$ cat config.mk
export PLATFORM = sky130hd
export DESIGN_NAME = hazard_control_unit
export DESIGN_NICKNAME = d
export VERILOG_FILES = /design/src/rtl/hazard_control_unit.sv
export SDC_FILE = /design/constraint.sdc
export NUM_CORES = 1
export LEC_CHECK = 0
export CAP_MARGIN = 0
export CORE_UTILIZATION = 39
export DETAILED_ROUTE_END_ITERATION = 8
export GPL_TIMING_DRIVEN = 0
export MAX_ROUTING_LAYER = met4
export PLACE_DENSITY = 0.8
export SETUP_SLACK_MARGIN = 0.1
export SYNTH_ARGS = -nofsm -noshare
export SYNTH_HDL_FRONTEND = slang
export SYNTH_SLANG_ARGS = --single-unit
$ cat constraint.sdc
create_clock -name clk -period 1.6 [get_ports clk]
set_input_delay 0.24 -clock clk [delete_from_list [all_inputs] [get_ports clk]]
set_output_delay 0.24 -clock clk [all_outputs]
set_load 0.005 [all_outputs]
$ cat src/rtl/hazard_control_unit.sv
// hazard_control_unit: forwarding selects, load-use/branch stall/flush control
// and a divider sequencer that stalls the pipeline for DIV_CYCLES cycles.
`default_nettype none

module hazard_control_unit #(
    parameter int DIV_CYCLES = 32
) (
    input  logic       clk,
    input  logic       reset,
    input  logic [4:0] rs1_addr_id,
    input  logic [4:0] rs2_addr_id,
    input  logic       rs1_used_id,
    input  logic       rs2_used_id,
    input  logic [4:0] rd_ex,
    input  logic [4:0] rd_ma,
    input  logic [4:0] rd_wb,
    input  logic       reg_write_enable_ex,
    input  logic       reg_write_enable_ma,
    input  logic       reg_write_enable_wb,
    input  logic       mem_read_ex,
    input  logic       div_op_ex,
    input  logic       branch_taken_ex,
    output logic [1:0] forward_rs1,
    output logic [1:0] forward_rs2,
    output logic       stall_pc,
    output logic       stall_if_id,
    output logic       stall_id_ex,
    output logic       bubble_id_ex,
    output logic       bubble_ex_ma,
    output logic       flush_if_id,
    output logic       div_start,
    output logic       div_busy,
    output logic       div_done
);

    localparam int CW = $clog2(DIV_CYCLES + 1);

    typedef enum logic [1:0] {
        S_IDLE = 2'd0,
        S_BUSY = 2'd1,
        S_DONE = 2'd2
    } state_t;

    state_t          r_state;
    state_t          w_next_state;
    logic [CW-1:0]   r_cnt;
    logic [CW-1:0]   w_next_cnt;
    logic            w_start;
    logic            w_busy;
    logic            w_done;
    logic            w_lu;
    logic [1:0]      w_fwd1;
    logic [1:0]      w_fwd2;

    // A load in EX cannot forward yet, so it is skipped and MA/WB may still supply the operand.
    function automatic logic [1:0] f_fwd_sel(
        input logic [4:0] addr,
        input logic       used,
        input logic [4:0] rdex,
        input logic       weex,
        input logic       ldex,
        input logic [4:0] rdma,
        input logic       wema,
        input logic [4:0] rdwb,
        input logic       wewb
    );
        logic [1:0] sel;
        sel = 2'b00;
        if (used && addr != 5'd0) begin
            if (weex && !ldex && rdex == addr)
                sel = 2'b01;
            else if (wema && rdma == addr)
                sel = 2'b10;
            else if (wewb && rdwb == addr)
                sel = 2'b11;
        end
        return sel;
    endfunction

    always_comb begin
        w_fwd1 = f_fwd_sel(rs1_addr_id, rs1_used_id, rd_ex, reg_write_enable_ex, mem_read_ex,
                           rd_ma, reg_write_enable_ma, rd_wb, reg_write_enable_wb);
        w_fwd2 = f_fwd_sel(rs2_addr_id, rs2_used_id, rd_ex, reg_write_enable_ex, mem_read_ex,
                           rd_ma, reg_write_enable_ma, rd_wb, reg_write_enable_wb);
        w_lu   = mem_read_ex && reg_write_enable_ex && (rd_ex != 5'd0) &&
                 ((rs1_addr_id == rd_ex && rs1_used_id) || (rs2_addr_id == rd_ex && rs2_used_id));
    end

    always_ff @(posedge clk) begin
        if (reset) begin
            r_state <= S_IDLE;
            r_cnt   <= '0;
        end else begin
            r_state <= w_next_state;
            r_cnt   <= w_next_cnt;
        end
    end

    // BUSY leaves when the decremented count reaches zero, giving DIV_CYCLES stall cycles in total.
    always_comb begin
        w_next_state = r_state;
        w_next_cnt   = r_cnt;
        w_start      = 1'b0;
        w_busy       = 1'b0;
        w_done       = 1'b0;
        case (r_state)
            S_IDLE: begin
                if (div_op_ex && !branch_taken_ex) begin
                    w_start      = 1'b1;
                    w_busy       = 1'b1;
                    w_next_cnt   = CW'(DIV_CYCLES - 1);
                    w_next_state = S_BUSY;
                end
            end
            S_BUSY: begin
                w_busy     = 1'b1;
                w_next_cnt = r_cnt - CW'(1);
                if (r_cnt <= CW'(1))
                    w_next_state = S_DONE;
            end
            S_DONE: begin
                w_done       = 1'b1;
                w_next_state = S_IDLE;
            end
            default: begin
                w_next_state = S_IDLE;
            end
        endcase
    end

    always_comb begin
        forward_rs1  = w_fwd1;
        forward_rs2  = w_fwd2;
        stall_pc     = 1'b0;
        stall_if_id  = 1'b0;
        stall_id_ex  = 1'b0;
        bubble_id_ex = 1'b0;
        bubble_ex_ma = 1'b0;
        flush_if_id  = 1'b0;
        div_start    = w_start;
        div_busy     = w_busy;
        div_done     = w_done;
        if (w_busy) begin
            stall_pc     = 1'b1;
            stall_if_id  = 1'b1;
            stall_id_ex  = 1'b1;
            bubble_ex_ma = 1'b1;
        end else if (branch_taken_ex) begin
            flush_if_id  = 1'b1;
            bubble_id_ex = 1'b1;
        end else if (w_lu) begin
            stall_pc     = 1'b1;
            stall_if_id  = 1'b1;
            bubble_id_ex = 1'b1;
        end
        if (reset) begin
            forward_rs1  = 2'b00;
            forward_rs2  = 2'b00;
            stall_pc     = 1'b0;
            stall_if_id  = 1'b0;
            stall_id_ex  = 1'b0;
            bubble_id_ex = 1'b0;
            bubble_ex_ma = 1'b0;
            flush_if_id  = 1'b0;
            div_start    = 1'b0;
            div_busy     = 1'b0;
            div_done     = 1'b0;
        end
    end

endmodule

`default_nettype wire

==> results by stage <==
Timing:
- The worst-margin pin slew is 320.0 ps.
- The post-route worst setup slack is -132.2 ps.
- The top achievable clock speed is 0.5773 GHz.
- Setup repair after global routing could not meet its margin everywhere.
- In the finished design, the share of the clock period the worst path needs comes to 108.3%.
- The worst pin sits at a relative slew slack of around 80%.
- The number of max-slew violations in the final report is 0.
- The post-route clock skew is 2.646 ps.
- The worst hold margin is around 470 ps.
- The final-report hold violation count came to 0.
- The worst path in the final design needs a cycle of 1732 ps, including I/O delays and setup.
- The final setup violation count is 7.

Pwr:
- In this run the power spent charging and discharging nets is around 300 µW.
- The clock share of power is 18.4%.
- The combinational power share is approximately 53%.
- The static power due to leakage is 0.0007003 µW.
- Of the total power, the share spent switching nets is 34.69%.
- Internal power comes to 566.2 µW.
- Power spread over the standard cell area amounts to 530.2 nW/µm².
- Per report_power, the sequential group accounts for 28.9% of the total.
- The maximum vdd drop is ~0.44 mV.

GRT:
- For this run the aggregate overflow at the end of global routing stands at 0.
- The number of antenna violations at the first check in global routing is 0.
- In the global route stage, overall resource usage came out at around 25%.
- The number of global-route vias before repair came to 1076.
- The wire length of the first global-routing pass is around 4600 µm.
- The pin count of the biggest net entering global routing is 11.

Die:
- The count of boundary I/O pins is 48.
- The effective utilization at floorplan is between 40% and 50%.
- The die footprint is ~2500 µm².
- The number of rows in the core area is 16.
- The standard cell core area is 2062 µm².
- The die boundary width is 49.83 µm.
- The die span in y is around 50 µm.

Final layout:
- The total inserted antenna cells is 0.
- The final standard cell count with taps included and fillers excluded is 209.
- The share of cells above drive strength 1 is between 40 and 50%.
- The layout overhead on the synthesized area is 83.31%.
- After the last flow step, the layout net total stands at around 220.
- The finished cells cover around 1600 µm².

Drt:
- The count of vias placed by the detailed router is around 1.1k.
- For this run, the detailed router's first-pass iteration total came to 4.
- The number of design-rule violations left by the first detailed-router iteration is 15.
- In the routed design, unresolved DRC markers number 0.
- In the final routed layout, each cell accounts on average for approximately 14 µm.
- The number of vias per cell after detailed routing is 5.196.
- The routed design has ~2900 µm of wire.
- The count of nets left with antenna violations once routing finished came out at 0.

CTS:
- The number of clock sinks is 8.
- The number of hold buffers added after cts is 0.
- The number of H-tree branching levels is 1.
- The largest buffer count on any clock path is 2.
- The number of clock buffers inserted by TritonCTS is 3.
- The TritonCTS clock tree is done.
- The tree is rooted in a clkbuf_4.
- Clock-pin slew was measured on the worst setup and hold paths at approximately 50 ps.
- The later pin in the worst-skew pair is clocked with a latency of about 260 ps.

Run:
- The total of max-cap violations is 0.

Yosys:
- In the synthesized netlist, the number of instances is ~120.
- In the synthesized netlist the async set-or-reset flop fraction comes to 0%.
- The most common flop cell mapped by yosys is dfxtp_1.
- After synthesis, flip-flops and latches occupy around 18% of the total area.
- The synthesized net count is 155.
- The post-synthesis register bit count is 8.
- The number of warnings printed during yosys synthesis is 0.
- The count of flip-flops with a built-in enable after synthesis is 0.
- The share of the synthesized area in the top cell type is between 10% and 20%.
- Summed over all instances, the cell type with the most area after synthesis is xor2_1.
- Sorting the synthesized cells by area gives the leading types as xor2_1, dfxtp_1, xnor2_1.
- The mapped netlist covers 892.1 µm².
- The synthesized area divided by synthesized cell count is around 7.6 µm².
- After synthesis, the netlist uses 28 different library cells.

Setup path:
- Walking the worst path, the cells encountered are buf_8, or3_1, o311a_1, a31o_1, buf_4, buf_6.
- The delay of the slowest cell on the worst path is approximately 360 ps.
- Data arrives at the worst endpoint at roughly 1500 ps.
- The worst setup path is launched from a primary input.
- On the critical path, the stage with the largest delay is an instance of or3_1.
- The highest fanout seen on the critical path is 2.
- The setup path with the least slack is of type primary input to output pin.
- STA classifies the critical path endpoint as an output pin.
- STA puts the critical path data required time at roughly 1400 ps.
- The setup slack of the most critical reg-to-reg path is slightly above 300 ps.

Run status:
- The final reports fail on negative setup slack.
- The run finished, with violations left.

Hold path:
- The worst hold path belongs to the class register to register.

Placement:
- The number of placed cells counting well taps is around 190.
- Detailed placement finished with a half-perimeter wire length of roughly 2100 µm.
- Buffers placed on the I/O ports in this run total 47.
- The area of placed instances is approximately 1400 µm².
- The final estimated routing congestion in global placement is 0.8864.
[kinds of logic (layout without fill, tap and decap cells)]
| kind of cell | after synthesis | in the layout | share of synthesized area [%] |
|---|---|---|---|
| buf+inv | 7 | 71 | 4.207 |
| fa+ha+maj | 2 | 2 | 2.805 |
| flops | 8 | 8 | 17.95 |
| compound gates | 19 | 19 | 13.75 |
| simple gates | 49 | 49 | 28.89 |
| xor+xnor | 33 | 33 | 32.40 |
[what timing repair did]
action                                  4_1_cts  5_1_grt
setup buffers                                 9        5
endpoints found under the hold margin         0        0
endpoints found under the setup margin       13       12
pin swaps                                    27       18
gates resized for setup                     184       29
[cell usage after synthesis (2+ instances only)]
master	count
xor2_1	19
xnor2_1	14
nor2_1	10
dfxtp_1	8
nand3_1	7
a21oi_1	6
nor2b_1	6
nand2_1	5
nor3_1	5
nor4_1	5
o21ai_0	4
buf_4	3
inv_1	3
nand2b_1	3
a211oi_1	2
a31o_1	2
and3_1	2
ha_1	2
or3_1	2
or4_1	2
[cell type report]
type	instances	area, µm²
plain buffers	4	41.29
clock buffers	3	22.52
fillers	142	426.7
inverters	3	11.26
multi-input cells	103	828.3
flip-flops and latches	8	162.7
well taps	27	33.78
repair buffers	61	535.5
[power by group through the flow]
stage	registers (µW)	clock network (µW)	logic (µW)
floorplan	248	0	188
global placement	252	0	356
detailed placement	253	0	367
CTS	250	161	418
global route	254	174	494
finish	251	159	457
[per-layer routing]
layer	track usage, %	up-vias	part of all wire (%)
met3	2.469	4	4.6
met1	26.90	500	40
met5	-	-	0
met2	47.30	46	53
met4	8.571	0	1.6
li1	-	536	-
[layout by cell type (no fill, tap or decap), types with 2 or more instances in the layout]
master           count
o21ai_0              2
nor2_1               8
dfxtp_2              2
and3_1               2
nor2_4               2
nor3_1               3
xnor2_1             13
nor3_2               2
clkbuf_2             4
nand3_1              7
o21ai_2              2
xor2_2               4
a31o_1               2
buf_4               12
clkdlybuf4s50_1      5
nor4_1               3
nand2_1              5
dlygate4sd2_1        6
clkbuf_4             3
a211oi_1             2
dfxtp_1              6
buf_2               15
ha_1                 2
nor4_2               2
inv_1                2
nor2b_1              5
a21oi_1              5
xor2_1              15
buf_8                6
buf_6               14
nand2b_4             2
[worst max-delay path: cells and delay by family]
kind | cells | cell delay (ps)
AO/OA/AOI/OAI | 2 | 560
buffers and inverters | 3 | 330
AND/OR/NAND/NOR | 1 | 360
[through the flow]
stage               total power, µW  worst slack, ps  util, %  TNS, ps
floorplan                     436.2            110.4        -        0
global placement              607.3           -977.2    67.72    -9800
detailed placement            620.2           -963.5    67.72   -10070
CTS                           828.8           -166.8    75.06   -440.9
global route                  922.3           -180.8    79.31   -854.2
finish                        867.0           -132.2    79.31   -459.3
[registers in the layout, indices dropped and copies added (netlist names)]
signal / cells
r_cnt: 6
r_state: 2
[worst paths after layout]
check                                from               endpoint  cells past startpoint
hold / removal      r_cnt[5]$_SDFFE_PP0P_  r_cnt[5]$_SDFFE_PP0P_                      1
setup / recovery                 rd_ex[2]               stall_pc                      6
hold reg to reg     r_cnt[5]$_SDFFE_PP0P_  r_cnt[5]$_SDFFE_PP0P_                      1
setup reg to reg  r_state[0]$_SDFFE_PP0P_  r_cnt[4]$_SDFFE_PP0P_                      8
Note: power is estimated with default switching activity, not from simulation.
